`src/rtl/frame_max_tracker_pkg.sv`:
```
// frame_max_tracker_pkg: shared state encoding and sample width for the frame max tracker
package frame_max_tracker_pkg;
    localparam int DATA_W = 4;
    typedef enum logic [1:0] {
        ST_IDLE  = 2'd0,
        ST_ACCUM = 2'd1,
        ST_HOLD  = 2'd2
    } state_t;
endpackage

```
`src/rtl/frame_max_tracker_gt.sv`:
```
// four_bit_greater_than: unsigned strict a > b comparator for 4-bit samples
module four_bit_greater_than
    import frame_max_tracker_pkg::*;
(
    input  logic [DATA_W-1:0] a,
    input  logic [DATA_W-1:0] b,
    output logic              gt
);
    assign gt = a > b;
endmodule

```
`src/rtl/frame_max_tracker.sv`:
```
// frame_max_tracker: per-frame running maximum, first-occurrence index, count and truncation flag
module frame_max_tracker
    import frame_max_tracker_pkg::*;
#(
    parameter int MAX_LEN = 16,
    parameter int IDX_W   = 4
) (
    input  logic              clk,
    input  logic              rst_n,
    input  logic              in_valid,
    input  logic [DATA_W-1:0] in_data,
    input  logic              in_last,
    output logic              in_ready,
    output logic              out_valid,
    input  logic              out_ready,
    output logic [DATA_W-1:0] out_max,
    output logic [IDX_W-1:0]  out_idx,
    output logic [IDX_W:0]    out_count,
    output logic              out_trunc
);
    localparam logic [IDX_W:0] LEN = (IDX_W+1)'(MAX_LEN);

    state_t            state;
    logic [DATA_W-1:0] max_q;
    logic [IDX_W-1:0]  idx_q;
    logic [IDX_W:0]    cnt_q;
    logic              trunc_q;
    logic              gt;
    logic [IDX_W:0]    cnt_nxt;
    logic              full_nxt;
    logic              one_len;

    four_bit_greater_than u_gt (.a(in_data), .b(max_q), .gt(gt));

    assign cnt_nxt  = cnt_q + 1'b1;
    assign full_nxt = cnt_nxt == LEN;
    assign one_len  = LEN == 1;
    assign in_ready = (state == ST_IDLE) || (state == ST_ACCUM);

    always_ff @(posedge clk or negedge rst_n) begin
        if (!rst_n) begin
            state   <= ST_IDLE;
            max_q   <= '0;
            idx_q   <= '0;
            cnt_q   <= '0;
            trunc_q <= 1'b0;
        end else begin
            case (state)
                ST_IDLE: if (in_valid) begin
                    max_q   <= in_data;
                    idx_q   <= '0;
                    cnt_q   <= 1;
                    trunc_q <= ~in_last & one_len;
                    state   <= (in_last || one_len) ? ST_HOLD : ST_ACCUM;
                end
                ST_ACCUM: if (in_valid) begin
                    // strict compare keeps the earliest index on ties
                    if (gt) begin
                        max_q <= in_data;
                        idx_q <= cnt_q[IDX_W-1:0];
                    end
                    cnt_q   <= cnt_nxt;
                    trunc_q <= ~in_last & full_nxt;
                    state   <= (in_last || full_nxt) ? ST_HOLD : ST_ACCUM;
                end
                ST_HOLD: if (out_ready) state <= ST_IDLE;
                default: state <= ST_IDLE;
            endcase
        end
    end

    assign out_valid = state == ST_HOLD;
    assign out_max   = max_q;
    assign out_idx   = idx_q;
    assign out_count = cnt_q;
    assign out_trunc = trunc_q;
endmodule

```
`config.mk`:
```
export PLATFORM = sky130hd
export DESIGN_NAME = frame_max_tracker
export DESIGN_NICKNAME = d
export VERILOG_FILES = /design/src/rtl/frame_max_tracker_pkg.sv /design/src/rtl/frame_max_tracker_gt.sv /design/src/rtl/frame_max_tracker.sv
export SDC_FILE = /design/constraint.sdc
export NUM_CORES = 1
export LEC_CHECK = 0
export ABC_AREA = 1
export CAP_MARGIN = 30
export CORE_UTILIZATION = 30
export CTS_BUF_LIST = sky130_fd_sc_hd__clkbuf_16
export DETAILED_ROUTE_END_ITERATION = 6
export PLACE_DENSITY = 0.64
export RECOVER_POWER = 50
export REMOVE_ABC_BUFFERS = 1
export SYNTH_ARGS = -nofsm -noshare
export SYNTH_HDL_FRONTEND = slang
export SYNTH_SLANG_ARGS = --single-unit
```
`constraint.sdc`:
```
create_clock -name clk -period 4.1 [get_ports clk]
set_clock_uncertainty 0.05 [all_clocks]
set_input_delay 0.82 -clock clk [delete_from_list [all_inputs] [get_ports clk]]
set_output_delay 0.82 -clock clk [all_outputs]
set_load 0.02 [all_outputs]
```
# Yosys cells after proc, flatten, opt, wreduce, memory -nomap -nowiden
# Cells that the tools add are included.
[totals]
output_inout_bits = 16
reg_bits = 16
elab_cells = 43
input_bits = 9
[op_classes]
reduce_logical = 7
n_mux = 20
n_eq_ne = 7
order_cmp = 1
add_sub_neg = 1
bitwise = 2
[ops]
columns = ["op", "count"]
rows = [
  ["$mux 4", 6],
  ["$pmux 4 s2", 2],
  ["$mux 2", 5],
  ["$mux 5", 2],
  ["$pmux 5 s2", 1],
  ["$ne 2x2->1 const B", 3],
  ["$pmux 2 s3", 1],
  ["$reduce_and 3->1", 2],
  ["$add 5x1->5 const B", 1],
  ["$eq 5x5->1 const B", 1],
  ["$gt 4x4->1", 1],
  ["$reduce_and 4->1", 1],
  ["$eq 2x1->1 const B", 1],
  ["$eq 2x2->1 const B", 1],
  ["$logic_not 2->1", 1],
  ["$logic_or 1x1->1", 2],
  ["$mux 1", 2],
  ["$ne 2x1->1 const B", 1],
  ["$pmux 1 s2", 1],
  ["$reduce_bool 2->1", 1],
  ["$and 1x1->1", 1],
  ["$not 1->1", 1],
]

# Logic depth before layout (Yosys ltp)
# Gate-level depths: netlist (run 1).
[logic_depth]
word_depth = 6
mapped_depth = 11
mapped_depth_nobuf = 11

# Cells and area by module
# Synthesis (run 1) repeated with hierarchy kept, for this count alone.
[unflattened]
cells_unflattened = 102
hier_area_um2 = 847.1
[by_module_without_submodules]
columns = ["mod", "area_each_um2", "cells_each", "n_inst"]
rows = [
  ["frame_max_tracker", 738.2, 83, 1],
  ["four_bit_greater_than", 108.9, 19, 1],
]

# Worst setup path before layout (run 1)
# No wires, ideal clock.
[synth_timing]
path_type = "in2reg"
startpoint = "input in_data[1]"
endpoint = "register max_q[0], in the netlist out_max[0]"
slack_ps = 2255
setup_time_ps = 117
path_stages = 10
path_buffers = 0
t_required_ps = 3933
arrival_ps = 1677
path_cell_list = "ha_1 -> inv_1 -> o21bai_1 -> nand2_1 -> nand2_1 -> nand2_1 -> nand2_4 -> nand2_4 -> nand2_1 -> nand2_1"
[synth_via]
elab_chain_cells = 3
[synth_lines]
columns = ["element", "line", "rtl"]
rows = [
  ["start, declared", "frame_max_tracker.sv:11", "input logic [DATA_W-1:0] in_data,"],
  ["$gt 4x4->1", "frame_max_tracker_gt.sv:9", "assign gt = a > b;"],
  ["$ne 2x2->1 (no line)", "-", ""],
  ["$reduce_and 4->1 (no line)", "-", ""],
  ["end signal, assigned", "frame_max_tracker.sv:50", "max_q <= in_data;"],
  ["end signal, assigned", "frame_max_tracker.sv:59", "max_q <= in_data;"],
  ["end, declared", "frame_max_tracker.sv:24", "logic [DATA_W-1:0] max_q;"],
]
# No other way between the ends.
# A chain may end at the register's enable or synchronous reset.

# Worst setup path after layout (run 1)
[layout_timing]
startpoint = "input in_valid"
endpoint = "register max_q[3], in the netlist out_max[3]"
[layout_via]
elab_chain_cells = 2
[layout_lines]
columns = ["element", "line", "rtl"]
rows = [
  ["start, declared", "frame_max_tracker.sv:10", "input logic in_valid,"],
  ["$ne 2x2->1 (no line)", "-", ""],
  ["$reduce_and 4->1 (no line) (*)", "-", ""],
]
# Mark *: on every way between the ends. The rest lies on a longest branch, timed or not.

==> results of run 1 <==
[per-stage QoR]
stage | std cells | hold WS, ps
final | 167 | 433
after global routing | 167 | 471
after CTS | 167 | 446
after detailed placement | 164 | 434
after global placement | 164 | 424
after floorplan | 109 | 474
[worst register-to-register path: cells and delay by family (launching register included)]
family / cells / cell delay (ps)
flops: 1 / 390
simple gates: 4 / 1140
[metal layers]
metal,track usage (%),vias up,share of wire (%)
met5,0,-,0
met4,5.23,0,0.87
met1,16.3,372,45
met2,21.7,34,46
met3,2.95,2,7.4
li1,-,407,-
[cell families (layout without fill, tap and decap cells)]
| group | Yosys count | count (layout) | share of synthesized area (%) |
|---|---|---|---|
| flip-flops | 16 | 16 | 44.2 |
| buffers and inverters | 18 | 44 | 8.01 |
| adder cells (fa/ha/maj) | 5 | 5 | 6.91 |
| AO/OA/AOI/OAI | 9 | 9 | 6.63 |
| AND/OR/NAND/NOR | 62 | 62 | 34.3 |
[state kept, by name, indices dropped and copies added (netlist names)]
signal	cells
out_max	4
out_idx	4
out_trunc	1
state	2
out_count	5
[power groups by stage]
stage               clock [µW]  sequential [µW]  combinational, µW
floorplan                    0              235               84.0
global placement             0              212                184
detailed placement           0              213                189
CTS                        188              211                189
global route               192              213                204
finish                     183              210                183
[cell type report]
type | count | area share, %
Multi-Input combinational cell | 76 | 33.8
Sequential cell | 16 | 32.4
Timing Repair Buffer | 24 | 19.4
Clock buffer | 3 | 6.07
Inverter | 17 | 5.26
Tap cell | 31 | 3.13
[layout by cell type, fill, tap and decap left out, types with 2 or more instances in the layout]
| master | n |
|---|---|
| clkbuf_16 | 3 |
| clkdlybuf4s50_1 | 22 |
| dfrtp_1 | 16 |
| dlygate4sd3_1 | 2 |
| ha_1 | 5 |
| inv_1 | 14 |
| inv_2 | 2 |
| nand2_1 | 33 |
| nand2_4 | 3 |
| nand3_1 | 14 |
| nand4_1 | 2 |
| nor2_1 | 7 |
| o21ai_0 | 5 |
[worst max path at each step]
stage,startpoint,end,cells past startpoint
6_report,in_valid,out_max[3],6
5_1_grt,in_valid,out_max[3],6
4_1_cts,state[0],out_valid,2
3_5_place_dp,in_data[1],out_max[3],11
3_3_place_gp,in_data[1],out_idx[0],11
2_1_floorplan,in_data[1],out_max[0],10
==> results.sh, run 1 <==
export IMPL_arrival_ps=2600
export IMPL_reg2regPathDepth=4
export IMPL_synth_top_flop_cell="dfrtp_1"
export IMPL_layout_setup_ws_ps=1580
export IMPL_critical_path_buf_inv_count=2
export IMPL_setup_viol=0
export IMPL_finalHoldViolCount=0
export IMPL_multi_input_area_um2=418
export IMPL_worst_r2r_startpoint="state[1]"
export IMPL_area_delta_synth_final_pct=36.6
export IMPL_placed_area_um2=1180
export IMPL_synth_seq_cells=16
export IMPL_violations="design-rule violations"
export IMPL_clock_sinks=16
export IMPL_p_switching_uw=186
export IMPL_synth_commonest_cells="nand2_1, dfrtp_1, nand3_1"
export IMPL_die_h_um=57.0
export IMPL_dpl_hpwl_um=1510
export IMPL_die_area_um2=3240
export IMPL_stdcell_area_um2=1240
export IMPL_crit_slowest_cell="nor2_1"
export IMPL_synth_edf_count=0
export IMPL_ys_async_sr_fraction_pct=100
export IMPL_synth_top_area_cell="dfrtp_1"
export IMPL_cts_clk_slew_worst_paths_ps=40
export IMPL_io_buffers=24
export IMPL_intPower_uw=391
export IMPL_post_route_util_pct=44.1
export IMPL_ios=25
export IMPL_regArea_um2=400
export IMPL_holdBufCountCts=0
export IMPL_final_nets=152
export IMPL_synth_cell_types=21
export IMPL_num_rows=19
export IMPL_tns_ps=0
export IMPL_vias_per_cell=4.88
export IMPL_cpPeakStageDelay_ps=820
export IMPL_hold_path_class="flip-flop to flip-flop"
export IMPL_cts_resized_gates=0
export IMPL_status="complete, but fails checks"
export IMPL_irDropWorstVdd_uv=229
export IMPL_crit_path_start_kind="input pin"
export IMPL_worstSkewPairLatency_ps=240
export IMPL_first_pass_iters=6
export IMPL_synth_top_area_share_pct=44.2
export IMPL_synth_most_common_cell="nand2_1"
export IMPL_min_period_over_period_pct=61.5
export IMPL_crit_path_frequent_cell="nand2_1"
export IMPL_h_tree_depth=1
export IMPL_worstSetupPathType="input pin to flip-flop"
export IMPL_netlist_instances=110
export IMPL_cp_top_family="simple AND/OR/NAND/NOR gates"
export IMPL_slew_limit_headroom_pct=29.1
export IMPL_worstMarginPinSlew_ps=1060
export IMPL_grt_overflow_total=0
export IMPL_ant_nets=0
export IMPL_p_leak_uw=0.000620
export IMPL_drc_errors=8
export IMPL_grt_max_degree=17
export IMPL_antenna_cells=0
export IMPL_fillerInstances=283
export IMPL_period_minus_slack_ps=2520
export IMPL_vias=815
export IMPL_rsz0062_at_grt="false"
export IMPL_whs_path_depth=2
export IMPL_required_ps=4180
export IMPL_cp_max_fo=16
export IMPL_die_w_um=57.0
export IMPL_r2r_end="out_max[3]"
export IMPL_p_sw_share_pct=32.2
export IMPL_first_iter_violations=39
export IMPL_wirelength_um=1960
export IMPL_grt_pass1_vias=786
export IMPL_finalPower_uw=576
export IMPL_pwr_share_comb_pct=31.8
export IMPL_dp_slack_ps=1670
export IMPL_cts_tree="built"
export IMPL_wl_per_cell_um=11.7
export IMPL_min_to="out_idx[0]"
export IMPL_coreArea_um2=2810
export IMPL_seqPwrFrac_pct=36.4
export IMPL_p_per_area_nw_per_um2=466
export IMPL_cts_buffers_inserted=3
export IMPL_synth_area_leaders="dfrtp_1, nand2_1, nand3_1"
export IMPL_crit_chain="dlygate4sd3_1 -> inv_1 -> nor2_1 -> nand2_4 -> nand2_1 -> nand2_1"
export IMPL_drive_above_1_share_pct=8.82
export IMPL_clkPwrFrac_pct=31.8
export IMPL_rrSetupSlack_ps=2400
export IMPL_end_kind="flip-flop"
export IMPL_syn_avg_cell_area_um2=8.24
export IMPL_start_util_pct=32.3
export IMPL_fmaxAchievable_mhz=397
export IMPL_antenna_found_initial=0
export IMPL_ys_warn_count=0
export IMPL_cts_buffer_depth=2
export IMPL_post_cts_buffers=0
export IMPL_grt_pass1_wl_um=3280
export IMPL_grt_use_total_pct=13.0
export IMPL_clock_root_buffer="clkbuf_16"
export IMPL_place_congestion=0.770
export IMPL_syn_area_um2=906
export IMPL_min_from="out_idx[0]"
export IMPL_cap_violations=0
export IMPL_yosysSeqAreaShare_pct=44.2
export IMPL_drv_slew=0
Note: power is estimated with default switching activity, not from simulation.
==> inputs of run 2 (changes only) <==
Settings changed: PLACE_DENSITY 0.64 to 0.66.
Clock period 4.1 ns to 2.1 ns, I/O delays scaled along.
==> run 2 against run 1 <==
The flow still finishes with violations (design-rule violations). Worst hold slack lost 4.0 ps. Via count fell by 1.5%. Die area unchanged.
==> results.sh, run 2 (same netlist as run 1, synthesis figures left out) <==
export IMPL_cts_clk_slew_worst_paths_ps=50
export IMPL_dpl_hpwl_um=1480
export IMPL_grt_max_degree=17
export IMPL_die_h_um=57.0
export IMPL_drv_slew=0
export IMPL_arrival_ps=1460
export IMPL_worstSetupPathType="flip-flop to primary output"
export IMPL_crit_path_start_kind="flip-flop"
export IMPL_cap_violations=0
export IMPL_irDropWorstVdd_uv=340
export IMPL_violations="design-rule violations"
export IMPL_num_rows=19
export IMPL_min_period_over_period_pct=91.8
export IMPL_p_sw_share_pct=32.3
export IMPL_post_cts_buffers=0
export IMPL_holdBufCountCts=0
export IMPL_vias=803
export IMPL_placed_area_um2=1190
export IMPL_die_area_um2=3240
export IMPL_final_common_cell="nand2_1"
export IMPL_status="complete, but fails checks"
export IMPL_drive_above_1_share_pct=10.1
export IMPL_setup_viol=0
export IMPL_top_layer_used="met4"
export IMPL_fillerInstances=285
export IMPL_p_leak_uw=0.000619
export IMPL_antenna_cells=0
export IMPL_area_delta_synth_final_pct=38.1
export IMPL_end_kind="primary output"
export IMPL_largest_register_ffs=5
export IMPL_hold_path_class="flip-flop to flip-flop"
export IMPL_intPower_uw=767
export IMPL_vias_per_cell=4.75
export IMPL_tns_ps=0
export IMPL_required_ps=1630
export IMPL_cts_resized_gates=0
export IMPL_worstSkewPairLatency_ps=240
export IMPL_first_pass_iters=6
export IMPL_die_w_um=57.0
export IMPL_h_tree_depth=1
export IMPL_io_buffers=24
export IMPL_wirelength_um=1930
export IMPL_p_switching_uw=366
export IMPL_final_cell_mix="nand2_1, clkdlybuf4s50_1, dfrtp_1, inv_1, nand3_1"
export IMPL_pwr_share_comb_pct=32.6
export IMPL_final_nets=154
export IMPL_drt_met1_wl_um=946
export IMPL_fmaxAchievable_mhz=519
export IMPL_seqPwrFrac_pct=35.7
export IMPL_grt_pass1_vias=777
export IMPL_cp_max_fo=4
export IMPL_coreArea_um2=2810
export IMPL_ios=25
export IMPL_slew_limit_headroom_pct=40.5
export IMPL_finalHoldViolCount=0
export IMPL_met3WireLength_um=107
export IMPL_p_per_area_nw_per_um2=905
export IMPL_grt_pass1_wl_um=3230
export IMPL_antenna_found_initial=0
export IMPL_cts_buffer_depth=2
export IMPL_cts_buffers_inserted=3
export IMPL_start_util_pct=32.3
export IMPL_ant_nets=0
export IMPL_wl_per_cell_um=11.4
export IMPL_clkPwrFrac_pct=31.7
export IMPL_first_iter_violations=19
export IMPL_worstMarginPinSlew_ps=893
export IMPL_rsz0062_at_grt="false"
export IMPL_place_congestion=0.782
export IMPL_grt_overflow_total=0
export IMPL_stdcell_area_um2=1250
export IMPL_clock_root_buffer="clkbuf_16"
export IMPL_period_minus_slack_ps=1930
export IMPL_regArea_um2=400
export IMPL_drc_errors=6
export IMPL_multi_input_area_um2=420
export IMPL_met2WireLength_um=864
export IMPL_grt_use_total_pct=12.7
export IMPL_clock_sinks=16
export IMPL_cts_tree="built"
-- run 2: power by group through the flow --
stage                     logic, µW  clock network (µW)  registers, µW
after global routing            411                 377            413
after CTS                       380                 372            405
after detailed placement        380                   0            409
final                           369                 360            404
after global placement          369                   0            410
after floorplan                 164                   0            458
-- run 2: area by class of cell --
| type | count | share of cell area (%) |
|---|---|---|
| sequential | 16 | 32.0 |
| tap | 31 | 3.10 |
| multi-input combinational | 76 | 33.6 |
| clock buffer | 3 | 6.00 |
| timing repair buffer | 26 | 20.1 |
| inverter | 17 | 5.20 |
-- run 2: path summary, 6_finish.rpt --
kind | to | cells past startpoint | slack [ps] | startpoint
worst max register to register | out_max[1] | 11 | 550 | out_max[1]
max in group asynchronous | out_max[1] | 2 | 690 | rst_n
min in group asynchronous | out_count[1] | 2 | 770 | rst_n
worst min-delay path | out_idx[0] | 2 | 430 | out_idx[0]
worst max-delay path | out_valid | 3 | 170 | state[1]
worst min register to register | out_idx[0] | 2 | 430 | out_idx[0]
-- run 2: per-layer routing --
metal,vias up,GRT usage (%)
met2,25,20.8
met3,2,1.81
met1,370,16.8
met5,-,0
li1,406,-
met4,0,5.23
-- run 2: per-stage QoR --
step | util, % | hold WS (ps) | total power [µW] | setup slack (ps) | std cells
4_1_cts | 45.2 | 434 | 1160 | 118 | 169
6_report | 44.6 | 429 | 1130 | 172 | 169
3_3_place_gp | 42.5 | 421 | 778 | 141 | 166
2_1_floorplan | - | 74.4 | 622 | 549 | 109
5_1_grt | 44.6 | 451 | 1200 | 82.7 | 169
3_5_place_dp | 42.5 | 422 | 788 | 83.4 | 166
-- run 2: worst max-delay path: stages, from the launching register on --
cell             delay [ps]
dfrtp_1                 380
inv_2                    80
nor2_1                  130
clkdlybuf4s50_1         620
==> inputs of run 3 (changes only) <==
Settings changed: SLEW_MARGIN from default to 10.
Clock period 2.1 ns to 1.7 ns, I/O delays scaled along.
==> run 3 against run 2 <==
The flow still finishes with violations (design-rule violations). Die area stayed put. Cell count is 5.3% higher. Register-to-register slack got worse by 370 ps. Design area grew 5.4%. Global-route usage rose by 0.93 points. Critical path depth down 2. Flip-flop and latch count stayed put. Wire length is 4.9% higher. Worst setup slack worse by 93 ps. Utilization grew 2.4 points. Non-clock buffer count increased by 7. Critical path type unchanged. Largest power group unchanged.
==> results.sh, run 3 (same netlist as run 1, synthesis figures left out) <==
export IMPL_dp_slack_ps=-231
export IMPL_drive_above_1_share_pct=16.3
export IMPL_first_pass_iters=6
export IMPL_worstSkewPairLatency_ps=240
export IMPL_grt_util_met1_pct=17.6
export IMPL_wirelength_um=2030
export IMPL_io_buffers=24
export IMPL_area_delta_synth_final_pct=45.6
export IMPL_antenna_found_initial=0
export IMPL_die_h_um=57.0
export IMPL_vias=852
export IMPL_grt_use_total_pct=13.6
export IMPL_wl_per_cell_um=11.4
export IMPL_violations="design-rule violations"
export IMPL_crit_slowest_cell="clkdlybuf4s50_1"
export IMPL_status="complete, but fails checks"
export IMPL_largest_register_ffs=5
export IMPL_dpl_hpwl_um=1550
export IMPL_num_rows=19
export IMPL_cts_buffers_inserted=3
export IMPL_ant_nets=0
export IMPL_first_iter_violations=30
export IMPL_drv_slew=0
export IMPL_antenna_cells=0
export IMPL_grt_pass1_wl_um=3530
export IMPL_finalHoldViolCount=0
export IMPL_clock_sinks=16
export IMPL_die_w_um=57.0
export IMPL_p_per_area_nw_per_um2=1080
export IMPL_crit_path_start_kind="flip-flop"
export IMPL_grt_max_degree=17
export IMPL_irDropWorstVdd_uv=489
export IMPL_grt_pass1_vias=840
export IMPL_place_congestion=0.760
export IMPL_gr_usage_met3_pct=1.36
export IMPL_final_cell_mix="nand2_1, clkdlybuf4s50_1, dfrtp_1, nand3_1, inv_1"
export IMPL_die_area_um2=3240
export IMPL_cts_clk_slew_worst_paths_ps=50
export IMPL_cts_tree="built"
export IMPL_coreArea_um2=2810
export IMPL_min_period_over_period_pct=95.3
export IMPL_ios=25
export IMPL_cpPeakStageDelay_ps=620
export IMPL_crit_start="out_max[3]"
export IMPL_crit_chain="clkdlybuf4s50_1"
export IMPL_hold_path_class="flip-flop to flip-flop"
export IMPL_slew_limit_headroom_pct=43.0
export IMPL_final_common_cell="nand2_1"
export IMPL_arrival_ps=1230
export IMPL_h_tree_depth=1
export IMPL_post_cts_buffers=0
export IMPL_cap_violations=0
export IMPL_setup_viol=0
export IMPL_grtUsageMet2_pct=23.5
export IMPL_min_from="out_idx[3]"
export IMPL_cp_top_family="buffers and inverters"
export IMPL_worstMarginPinSlew_ps=856
export IMPL_period_minus_slack_ps=1620
export IMPL_required_ps=1310
export IMPL_cp_max_fo=3
export IMPL_vias_per_cell=4.79
export IMPL_critical_path_buf_inv_count=1
export IMPL_p_leak_uw=0.000667
export IMPL_drc_errors=6
export IMPL_fmaxAchievable_mhz=617
export IMPL_grt_overflow_total=0
export IMPL_cts_buffer_depth=2
export IMPL_placed_area_um2=1240
export IMPL_clock_root_buffer="clkbuf_16"
export IMPL_top_usage_layer="met2"
export IMPL_holdBufCountCts=0
export IMPL_worstSetupPathType="flip-flop to primary output"
export IMPL_final_nets=162
export IMPL_layout_setup_ws_ps=79.6
export IMPL_end_kind="primary output"
export IMPL_start_util_pct=32.3
export IMPL_worst_r2r_startpoint="out_count[0]"
export IMPL_stdcell_area_um2=1320
run 3: cell count changes in the layout (fill, tap and decap cells not counted), moves of 2 or more:
cell	change
dlygate4sd2_1	+4
clkbuf_1	+4
buf_4	+5
clkdlybuf4s50_1	-6
nand2_2	+2
run 3: worst paths after layout:
check	endpoint	slack, ps	cells after the start
setup / recovery	out_max[3]	80	1
hold / removal	out_idx[3]	430	2
setup reg to reg	state[1]	180	9
hold reg to reg	out_idx[3]	430	2
max in group asynchronous	out_count[3]	390	2
min in group asynchronous	out_idx[0]	680	2
run 3: tightest hold or removal path, stage by stage, from the launching register on:
cell and delay, ps:
dfrtp_1 340, nand2_1 50, nand2_1 50
run 3: timing repair:
action | 4_1_cts | 5_1_grt
gates cloned | 0 | 1
endpoints found under the setup margin | 4 | 10
resized for setup | 4 | 5
pin swaps | 0 | 3
run 3: cell type report:
type | instances | area, µm²
Multi-Input combinational cell | 77 | 454
Timing Repair Buffer | 33 | 282
Sequential cell | 16 | 400
Tap cell | 31 | 38.8
Clock inverter | 1 | 3.75
Fill cell | 284 | 1490
Inverter | 17 | 65.1
Clock buffer | 3 | 75.1
run 3: routing by layer:
| metal | share of wire, % | up-vias |
|---|---|---|
| met4 | 0 | 0 |
| met5 | 0 | - |
| li1 | - | 429 |
| met2 | 49 | 25 |
| met3 | 5.8 | 0 |
| met1 | 45 | 398 |
run 3: where the power goes:
group	leakage (µW)	switching [µW]	internal, µW
clock	0.0000385	136	311
sequential	0.000210	61.5	440
combinational	0.000418	277	193
run 3: through the flow:
stage                     TNS [ps]  utilization [%]  std cells  hold slack, ps  power, µW
final                            0             47.0        178             433       1420
after global routing         -2.68             47.0        178             454       1510
after CTS                        0             47.0        177             389       1450
after detailed placement     -1800             44.4        173             430        994
after global placement       -1220             44.4        173             422        979
after floorplan                  0                -        109           -5.59        768
